`src/rtl/fifo_stream_reader.sv`:
```
// fifo_stream_reader: drains the fifo core into a valid/ready stream.
// A 2-entry skid buffer absorbs the fifo's one-cycle read latency.
// A word still in flight is shown at the head directly from fifo_dataout
// while the buffer is empty. This gives one-cycle read-to-valid latency.
// Reads are credit-limited, so a returning word always has a buffer slot.
module fifo_stream_reader #(
    parameter int WIDTH        = 32,
    parameter int PACKET_LEN   = 16,
    parameter int PKT_CNT_BITS = 16,
    localparam int IDX_W       = (PACKET_LEN > 1) ? $clog2(PACKET_LEN) : 1
) (
    input  logic                    clk,
    input  logic                    reset,
    input  logic                    enable,
    input  logic [WIDTH-1:0]        fifo_dataout,
    input  logic                    fifo_empty,
    output logic                    fifo_read,
    output logic [WIDTH-1:0]        out_data,
    output logic                    out_valid,
    input  logic                    out_ready,
    output logic                    out_last,
    output logic [IDX_W-1:0]        word_index,
    output logic [PKT_CNT_BITS-1:0] packet_count,
    output logic                    busy
);

    localparam logic [IDX_W-1:0] LAST_IDX = IDX_W'(PACKET_LEN - 1);

    logic [1:0]       occ;
    logic [1:0]       occ_next;
    logic             inflight;
    logic             rd_ptr;
    logic             wr_ptr;
    logic             pop;
    logic [WIDTH-1:0] buffer [2];

    // Head presentation, pop and credit-limited read request
    always_comb begin
        out_valid = (occ != 2'd0) || inflight;
        out_data  = (occ != 2'd0) ? buffer[rd_ptr] : fifo_dataout;
        pop       = out_valid && out_ready;
        occ_next  = occ + {1'b0, inflight} - {1'b0, pop};
        fifo_read = enable && !fifo_empty && !reset && (occ_next < 2'd2);
        busy      = (occ != 2'd0) || inflight;
        if (PACKET_LEN == 1) begin
            out_last = out_valid;
        end else begin
            out_last = (word_index == LAST_IDX);
        end
    end

    // Occupancy, in-flight flag and buffer pointers
    always_ff @(posedge clk) begin
        if (reset) begin
            occ      <= 2'd0;
            inflight <= 1'b0;
            rd_ptr   <= 1'b0;
            wr_ptr   <= 1'b0;
        end else begin
            occ      <= occ_next;
            inflight <= fifo_read;
            if (inflight) begin
                wr_ptr <= ~wr_ptr;
            end
            if (pop) begin
                rd_ptr <= ~rd_ptr;
            end
        end
    end

    // Capture returning fifo data; the storage itself needs no reset
    always_ff @(posedge clk) begin
        if (inflight) begin
            buffer[wr_ptr] <= fifo_dataout;
        end
    end

    // Packet framing advances only on consumer pops
    always_ff @(posedge clk) begin
        if (reset) begin
            word_index   <= '0;
            packet_count <= '0;
        end else if (pop) begin
            if (out_last) begin
                word_index   <= '0;
                packet_count <= packet_count + PKT_CNT_BITS'(1);
            end else begin
                word_index <= word_index + IDX_W'(1);
            end
        end
    end

endmodule
```
`config.mk`:
```
export PLATFORM = sky130hd
export DESIGN_NAME = fifo_stream_reader
export DESIGN_NICKNAME = d
export VERILOG_FILES = /design/src/rtl/fifo_stream_reader.sv
export SDC_FILE = /design/constraint.sdc
export NUM_CORES = 1
export LEC_CHECK = 0
export CAP_MARGIN = 30
export CORE_MARGIN = 3
export CORE_UTILIZATION = 49
export CTS_CLUSTER_DIAMETER = 100
export DETAILED_ROUTE_END_ITERATION = 10
export HOLD_SLACK_MARGIN = 0.15
export PLACE_DENSITY = 0.8
export SLEW_MARGIN = 40
export SYNTH_ARGS = -nofsm -noshare
export SYNTH_HDL_FRONTEND = slang
export SYNTH_SLANG_ARGS = --single-unit
```
`constraint.sdc`:
```
create_clock -name clk -period 2.6 [get_ports clk]
set_input_delay 0.26 -clock clk [delete_from_list [all_inputs] [get_ports clk]]
set_output_delay 0.26 -clock clk [all_outputs]
set_load 0.005 [all_outputs]
```
==> results of run 1 <==
## layer usage
metal / part of all wire (%) / routed length (um)
met1: 42 / 3410
met2: 51 / 4130
met3: 5.7 / 464
met4: 1.1 / 90
met5: 0 / 0
## registers in the layout, summed over array words and instances (netlist names), named ones only
name / flops
packet_count: 16
wr_ptr: 1
buffer: 64
rd_ptr: 1
word_index: 4
occ: 2
inflight: 1
## final cells by class
cell class | count | area [sq um] | share of cell area (%)
Clock inverter | 6 | 42.5 | 0.828
Clock buffer | 10 | 128 | 2.49
Multi-Input combinational cell | 194 | 1260 | 24.5
Inverter | 7 | 26.3 | 0.512
Tap cell | 99 | 124 | 2.41
Sequential cell | 90 | 2440 | 47.6
Timing Repair Buffer | 113 | 1110 | 21.6
## worst register-to-register path: cells and delay by family (launching register included)
family / cells / cell delay, ns
flip-flops: 1 / 0.34
AND/OR/NAND/NOR: 2 / 0.15
buffers and inverters: 12 / 1.46
XOR/XNOR: 1 / 0.17
AO/OA/AOI/OAI: 1 / 0.29
## kinds of logic after synthesis
group / Yosys count / synth area share (%)
simple gates: 93 / 11.7
flops: 90 / 65.3
compound gates: 51 / 7.10
mux: 33 / 8.87
buf+inv: 25 / 2.64
xor+xnor: 13 / 3.05
fa+ha+maj: 4 / 1.34
## power groups by stage
stage | sequential [mW] | combinational, mW | clock, mW
6_report | 1.72 | 1.74 | 0.817
3_3_place_gp | 1.74 | 1.58 | 0
3_5_place_dp | 1.75 | 1.61 | 0
4_1_cts | 1.72 | 1.71 | 0.839
5_1_grt | 1.74 | 1.89 | 0.889
2_1_floorplan | 1.71 | 0.780 | 0
## cell usage in the layout (no fill, tap or decap), types with 9 or more instances in the layout
cell type	instances
clkdlybuf4s50_1	91
edfxtp_1	64
nor2_1	48
a21oi_1	42
mux2i_1	32
dfxtp_1	24
buf_4	18
nand3_1	9
nand2_1	9
clkbuf_8	9
## metrics by stage
| step | utilization (%) | total power [mW] | cell area, sq um |
|---|---|---|---|
| CTS | 69.7 | 4.27 | 5110 |
| global placement | 66.0 | 3.32 | 4840 |
| global route | 70.0 | 4.51 | 5130 |
| floorplan | - | 2.49 | 3740 |
| finish | 70.0 | 4.28 | 5130 |
| detailed placement | 66.0 | 3.36 | 4840 |
## how the worst max path moves through the flow
stage	slack (ns)	end	cells after the start
floorplan	0.37	buffer[0][0]	2
global placement	-0.10	fifo_read	10
detailed placement	-0.12	fifo_read	10
CTS	0.01	fifo_read	9
global route	0.0002	fifo_read	9
finish	0.07	packet_count[2]	16
## repair_timing
item,CTS,global route
buffers inserted,11,0
pin swaps,4,5
endpoints found under the setup margin,1,24
resized for setup,8,6
==> flow_metrics.env, run 1 <==
export IMPL_grt_pass1_wl_um=12700
export IMPL_hold_path_class="reg2reg"
export IMPL_cp_common_cell="buf_4"
export IMPL_max_slew_margin_pct=69.5
export IMPL_post_route_min_period_ns=2.53
export IMPL_synth_area_top_cells="edfxtp_1 (51%), dfxtp_1 (14%), mux2i_1 (8.6%)"
export IMPL_worst_pin_slew_ns=0.458
export IMPL_final_nets=456
export IMPL_ant_nets=0
export IMPL_cp_required_ns=2.83
export IMPL_synth_top_cell_by_area="edfxtp_1"
export IMPL_hold_path_end="packet_count[11]"
export IMPL_worst_path_largest_cell_delay_ns=0.34
export IMPL_setup_worst_path_end_class="register"
export IMPL_dp_cells=493
export IMPL_totalWireLength_um=8100
export IMPL_hold_ws_ns=0.515
export IMPL_busiest_layer="met2"
export IMPL_clk_latency_ns=0.34
export IMPL_vias=2666
export IMPL_fin_skew_ns=0.00687
export IMPL_via_per_inst=5.14
export IMPL_dp_worst_setup_slack_ns=-0.123
export IMPL_yosys_warnings=0
export IMPL_clkTransAtPathRegs_ns=0.09
export IMPL_fillers=506
export IMPL_comb_power_share_pct=40.7
export IMPL_worstHoldStart="packet_count[11]"
export IMPL_rows=31
export IMPL_arrival_ns=2.75
export IMPL_core_area_sq_mm=0.00733
export IMPL_fp_dieH_um=93.3
export IMPL_drt_iter0_drc=119
export IMPL_hold_buffers=0
export IMPL_p_seq_share_pct=40.2
export IMPL_ys_flop_type="edfxtp_1"
export IMPL_die_area_sq_mm=0.00871
export IMPL_setup_viol=0
export IMPL_synth_top_area_share_pct=51.4
export IMPL_r2r_start="occ[1]"
export IMPL_path_class="reg2reg"
export IMPL_netlist_instances=309
export IMPL_final_max_slew_viol_count=0
export IMPL_post_route_period_util_pct=97.3
export IMPL_yosys_cell_count_top_type="edfxtp_1"
export IMPL_fp_dieW_um=93.3
export IMPL_swShare_pct=30.2
export IMPL_cp_num_buf_inv=12
export IMPL_power_leakage_nw=1.71
export IMPL_internal_power_mw=2.99
export IMPL_drc_errors=0
export IMPL_clkPwrFrac_pct=19.1
export IMPL_reg2reg_to="packet_count[2]"
export IMPL_numCtsBuffers=9
export IMPL_fin_cells=519
export IMPL_antenna_found_initial=0
export IMPL_p_per_area_mw_per_mm2=834
export IMPL_routedWlPerCell_um=15.6
export IMPL_postSynthAreaPerCell_sq_um=12.1
export IMPL_netlist_area_sq_mm=0.00374
export IMPL_rsz0062_at_grt="no"
export IMPL_globalRouteMet3Util_pct=4.75
export IMPL_path_delay_family="buffers and inverters"
export IMPL_ys_seq_area_share_pct=65.3
export IMPL_path_cells="o31ai_4, inv_2, buf_4, buf_4, buf_4, buf_4, buf_4, buf_4, buf_4, buf_4, buf_4, buf_4, buf_4, nand3_1, xor2_1, nor2_1"
export IMPL_status="complete, no violations"
export IMPL_crit_path_top_delay_cell="dfxtp_2"
export IMPL_max_cap_viol_count=0
export IMPL_met1_usage_pct=22.1
export IMPL_portBuffers=92
export IMPL_root_buffer="clkbuf_8"
export IMPL_gr_total_overflow=0
export IMPL_ctsHtreeMaxLevel=3
export IMPL_antenna_cells=0
export IMPL_io_pins=93
export IMPL_switchingPower_mw=1.29
export IMPL_min_path_cells=2
export IMPL_startpoint_type="register"
export IMPL_grt_pass1_vias=2701
export IMPL_dr_pass1_iters=4
export IMPL_grt_met2_usage_pct=32.0
export IMPL_start_util_pct=51.0
export IMPL_grt_max_degree=41
export IMPL_clk_path_buf_depth=2
export IMPL_place_congestion=0.793
export IMPL_hold_viol=0
export IMPL_drive_gt1_share_pct=11.7
export IMPL_synthTopCellsByCount="edfxtp_1 (64), nor2_1 (49), a21oi_1 (42), mux2i_1 (32), dfxtp_1 (26)"
export IMPL_vdd_drop_max_mv=0.319
export IMPL_synth_async_sr_flop_share_pct=0
export IMPL_syn2layout_area_growth_pct=37.4
export IMPL_setup_tns_final_ns=0
export IMPL_synth_enable_flop_cells=64
export IMPL_ys_types=31
export IMPL_crit_start="occ[1]"
export IMPL_grt_usage_pct=18.7
export IMPL_syn_nets=350
export IMPL_final_setup_worst_slack_ns=0.0710
export IMPL_rr_worst_depth=16
export IMPL_yosys_register_bits=90
export IMPL_dp_hpwl_um=5430
export IMPL_clock_sinks=90
export IMPL_ff2ff_setup_slack_ns=0.07
export IMPL_max_freq_mhz=395
export IMPL_cts_tree="done"
export IMPL_cp_max_fo=4
Note: power is estimated with default switching activity, not from simulation.
==> inputs of run 2 (changes only) <==
Settings changed: ABC_CLOCK_PERIOD_IN_PS from default to 2600.
==> results of run 2 <==
Final layout, timing and power as in run 1 (identical DEF).
==> RTL edit 1, RTL diff (settings of run 1) <==
Set the parameter `PKT_CNT_BITS` to 20 (it was 16).
--- a/src/rtl/fifo_stream_reader.sv
+++ b/src/rtl/fifo_stream_reader.sv
@@ -6,7 +6,7 @@
 module fifo_stream_reader #(
     parameter int WIDTH        = 32,
     parameter int PACKET_LEN   = 16,
-    parameter int PKT_CNT_BITS = 16,
+    parameter int PKT_CNT_BITS = 20,
     localparam int IDX_W       = (PACKET_LEN > 1) ? $clog2(PACKET_LEN) : 1
 ) (
     input  logic                    clk,
Interface: changed (resized packet_count); port bits go from 93 to 97. The function was not compared with the original's and may differ.
==> RTL edit 1 against run 1 <==
Sequential cell count is 4 higher. Largest cell class unchanged. Critical path depth is 7 lower. Register-to-register slack gained 0.46 ns. Critical path type is now flop to output pin. Count of clock-buffer cells in the layout is 1 lower. Routed wire length grew 2.8%. Critical endpoint is now fifo_read. Power is 0.70% higher. Worst setup slack improved by 0.0090 ns. Synthesized area up 6.2%. Design area increased by 3.8%.
==> RTL edit 1: results (changes against run 1) <==
Run status
  • Status: finished clean

Global route
  • Number of global-route vias before repair: 2766 (+2.4%)
  • All-Layer GR Usage: 0.186 (-0.00131)

Synthesis
  • Synth cell count leaders: 64 x edfxtp_1, 49 x nor2_1, 45 x a21oi_1
  • Syn Nets: 372 (+6.3%)
  • XOR/XNOR Fraction of Synth Area: 0.0243 (-0.00620)
  • Top area cells in the synthesized netlist: edfxtp_1 48%, dfxtp_1 15%, mux2i_1 8.1%
  • Adder-cell share of the synthesized area: 0.0126 (-0.000785)
  • Compound-Gate Fraction of Synth Area: 0.0841 (+0.0132)

Cells and area
  • Bufs w/o clock: 105 (-7.1%)
  • Filler instances: 578 (+14%)
  • Signal buf overhead: 0.197 (-0.0196)
  • Sequential cell area share: 0.475 (-0.000780)
  • Biggest regs: buffer (64), packet_count (20), word_index (4)
  • ClkCell Share: 0.0336 (+0.000446)
  • Flip-flop and latch count: 94 (+4.4%)

Placement
  • Pre-CTS setup slack: -0.225 ns (-0.102 ns)
  • DP HPWL: 5610 um (+3.4%)

Worst hold path
  • Hold Path Origin: word_index[1]

CTS
  • Later-pin clock latency in the skew report: 0.36 ns (+0.02 ns)

Critical path
  • End of the critical path: fifo_read
  • R2R Path Start: word_index[0]
  • CP max stage delay: 0.38 ns (+0.04 ns)

Drt
  • Routed Wire Length: 8330 um (+2.8%)
  • Iteration-0 DRC Markers: 108 (-9.2%)
  • WL per Instance: 15.5 um (-0.46%)

Timing
  • Max transition margin: 0.682 (-0.0129)
  • Setup Skew: 0.00978 ns (+0.00291 ns)
## RTL edit 1: logic make-up after synthesis
family	after synthesis
buffers and inverters	24
and+or+nand+nor	105
adders and majority gates	4
DFF	94
muxes	35
AOI/OAI and AO/OA	58
xor gates and xnor gates	11
## RTL edit 1: repair_timing
| action | CTS | global route |
|---|---|---|
| endpoints found under the setup margin | 1 | 1 |
| hold buffers | 0 | 0 |
| resized for setup | 12 | 5 |
| setup buffers | 1 | 0 |
| pin swaps | 3 | 5 |
| hold endpoints to repair | 0 | 0 |
## RTL edit 1: routing by layer
| layer | part of all wire | wire [um] | global-route usage | up-vias |
|---|---|---|---|---|
| met1 | 0.43 | 3600 | 0.235 | 1364 |
| met5 | 0 | 0 | 0 | - |
| met4 | 0.019 | 161 | 0.0711 | 0 |
| met3 | 0.067 | 556 | 0.0500 | 14 |
| met2 | 0.48 | 4010 | 0.305 | 83 |
| li1 | - | - | - | 1420 |
==> RTL edit 2, RTL diff (flow settings as in run 1) <==
Made on the original files. Put one more register stage on the output `packet_count`, cleared by the reset. The value now appears one clock later. The other outputs are not delayed to match.
--- a/src/rtl/fifo_stream_reader.sv
+++ b/src/rtl/fifo_stream_reader.sv
@@ -25,6 +25,8 @@
 );
 
     localparam logic [IDX_W-1:0] LAST_IDX = IDX_W'(PACKET_LEN - 1);
+
+    logic [PKT_CNT_BITS-1:0] packet_count_s0;
 
     logic [1:0]       occ;
     logic [1:0]       occ_next;
@@ -79,15 +81,23 @@
     always_ff @(posedge clk) begin
         if (reset) begin
             word_index   <= '0;
-            packet_count <= '0;
+            packet_count_s0 <= '0;
         end else if (pop) begin
             if (out_last) begin
                 word_index   <= '0;
-                packet_count <= packet_count + PKT_CNT_BITS'(1);
+                packet_count_s0 <= packet_count_s0 + PKT_CNT_BITS'(1);
             end else begin
                 word_index <= word_index + IDX_W'(1);
             end
         end
     end
 
+    always_ff @(posedge clk) begin
+        if (reset) begin
+            packet_count <= '0;
+        end else begin
+            packet_count <= packet_count_s0;
+        end
+    end
+
 endmodule
Function: no difference found for any inputs over 10 cycles, from zero or initial values and one cycle with reset high; that may be too few to reach the edited logic, so the function may still have changed.
==> RTL edit 2 against run 1 <==
Worst setup slack improved by 0.057 ns. Routed wire length up 0.35%. Via count grew 3.2%. Synthesized area increased by 13%. Critical endpoint is now fifo_read. Die area increased by 12%. Power increased by 7.6%. Design area is 8.0% higher. Sequential cell count rose by 16. Sequential power is 14% higher. Core utilization decreased by 3.2 points.
==> RTL edit 2: results (changes against run 1) <==
Synthesis
  • Syn Nets: 378 (+8.0%)
  • Mux cell area share after synthesis: 0.0979 (+0.00921)
  • Synth cell count leaders: 64 x edfxtp_1, 57 x nor2_1, 42 x dfxtp_1
  • Compound-Gate Fraction of Synth Area: 0.0509 (-0.0201)
  • Distinct cells, synth: 38 (+23%)
  • Top area cells in the synthesized netlist: edfxtp_1 45%, dfxtp_1 20%, mux2i_1 7.6%
  • Adder-cell share of the synthesized area: 0.0118 (-0.00156)
  • Register area share after synthesis: 0.653 (about the same)
  • XOR/XNOR Fraction of Synth Area: 0.0207 (-0.00976)

Cells and area
  • Filler instances: 617 (+22%)
  • Layout cells sized above 1: 0.110 (-0.00708)
  • Layout net count: 474 (+3.9%)
  • Biggest regs: buffer (64), packet_count (16), packet_count_s0 (16)
  • Area taken by multi-input logic gates: 1410 sq um (+12%)

Global route
  • Met2 global-route usage: 0.282 (-0.0384)
  • Number of global-route vias before repair: 2714 (+0.48%)
  • All-Layer GR Usage: 0.169 (-0.0187)
  • GR Util met1: 0.214 (-0.00715)
  • Pin count of the biggest net entering global routing: 47 (+15%)
  • First-pass GRT wire length: 13100 um (+3.5%)

Critical path
  • CP max FO: 2 (-2)
  • CP max stage cell: dfxtp_1
  • R2R Setup Slk: 0.67 ns (+0.60 ns)
  • Worst path arrival time: 2.21 ns (-0.54 ns)
  • Delay-heaviest family, CP: adder cells

Placement
  • Placer congestion estimate: 0.789 (-0.55%)
  • DP HPWL: 5410 um (-0.34%)
  • DP Area: 5300 sq um (+9.6%)

Run status
  • Status: finished clean

Power and ir drop
  • Leak pwr: 1.94 nW (+13%)
  • Worst IR drop on VDD: 0.000568 V (+78%)

Drt
  • WL per Instance: 15.0 um (-4.1%)

Timing
  • Setup Skew: 0.0120 ns (+0.00514 ns)
[RTL edit 2: changes by cell type in the layout (fill, tap and decap cells not counted), sizes merged, moves of 3 or more]
| cell | run 1 | this run |
|---|---|---|
| nand4 | 2 | 5 |
| mux2 | 1 | 8 |
| nor2b | 3 | 16 |
| buf | 22 | 11 |
| or3 | 8 | 1 |
| clkinvlp | 4 | 1 |
| o21ai | 7 | 3 |
| nor2 | 49 | 57 |
| a21oi | 42 | 36 |
| dfxtp | 26 | 42 |
| clkbuf | 10 | 13 |
| nand3 | 9 | 6 |
[RTL edit 2: power breakdown]
group	internal, mW	leakage, nW	switching, mW	total, mW
Combinational	0.937	0.920	0.715	1.65
Sequential	1.89	0.920	0.0751	1.96
Clock	0.467	0.0980	0.524	0.991
[RTL edit 2: layout make-up]
cell class              count  area share
flip-flops and latches    106       0.499
clock inverters             3     0.00361
multi-input cells         208       0.253
well taps                 105      0.0237
clock buffers              13      0.0327
inverters                   6     0.00406
repair buffers            102       0.183
[RTL edit 2: routing by layer]
metal  up-vias  part of all wire
met3         9             0.063
met2        87              0.49
met1      1272              0.43
met5         -                 0
met4         0             0.016
li1       1382                 -
[RTL edit 2: timing repair]
item                                    in CTS  in global routing
pin swaps                                    2                  2
hold buffers                                 0                  0
endpoints found under the setup margin       1                 20
buffers inserted                             1                  0
gates resized for setup                     11                  1
[RTL edit 2: path summary, 6_finish.rpt]
path                                           from                to  cells after the start
worst max-delay path                       inflight         fifo_read                      9
worst min-delay path            packet_count_s0[15]  packet_count[15]                      1
worst max register to register             inflight          inflight                      9
worst min register to register  packet_count_s0[15]  packet_count[15]                      1
[RTL edit 2: worst register-to-register path: cells and delay by family, from the launching register on]
family                     cells  cell delay (ns)
AOI/OAI and AO/OA              1             0.27
adders and majority gates      2             0.45
and+or+nand+nor                1             0.24
xor gates and xnor gates       2             0.30
DFF                            1             0.35
buffers and inverters          3             0.24
[RTL edit 2: stage by stage]
step                      TNS, ns  std cells  hold slack (ns)  worst slack (ns)
after global placement     -0.144        526            0.470            -0.144
after global routing            0        543            0.488            0.0124
final                           0        543            0.485             0.128
after detailed placement   -0.140        526            0.474            -0.140
after floorplan                 0        337            0.337             0.371
after CTS                       0        543            0.489            0.0186
[RTL edit 2: logic make-up after synthesis]
group,Yosys count
simple gates,113
flops,106
compound gates,41
mux,40
buf+inv,23
xor+xnor,10
fa+ha+maj,4
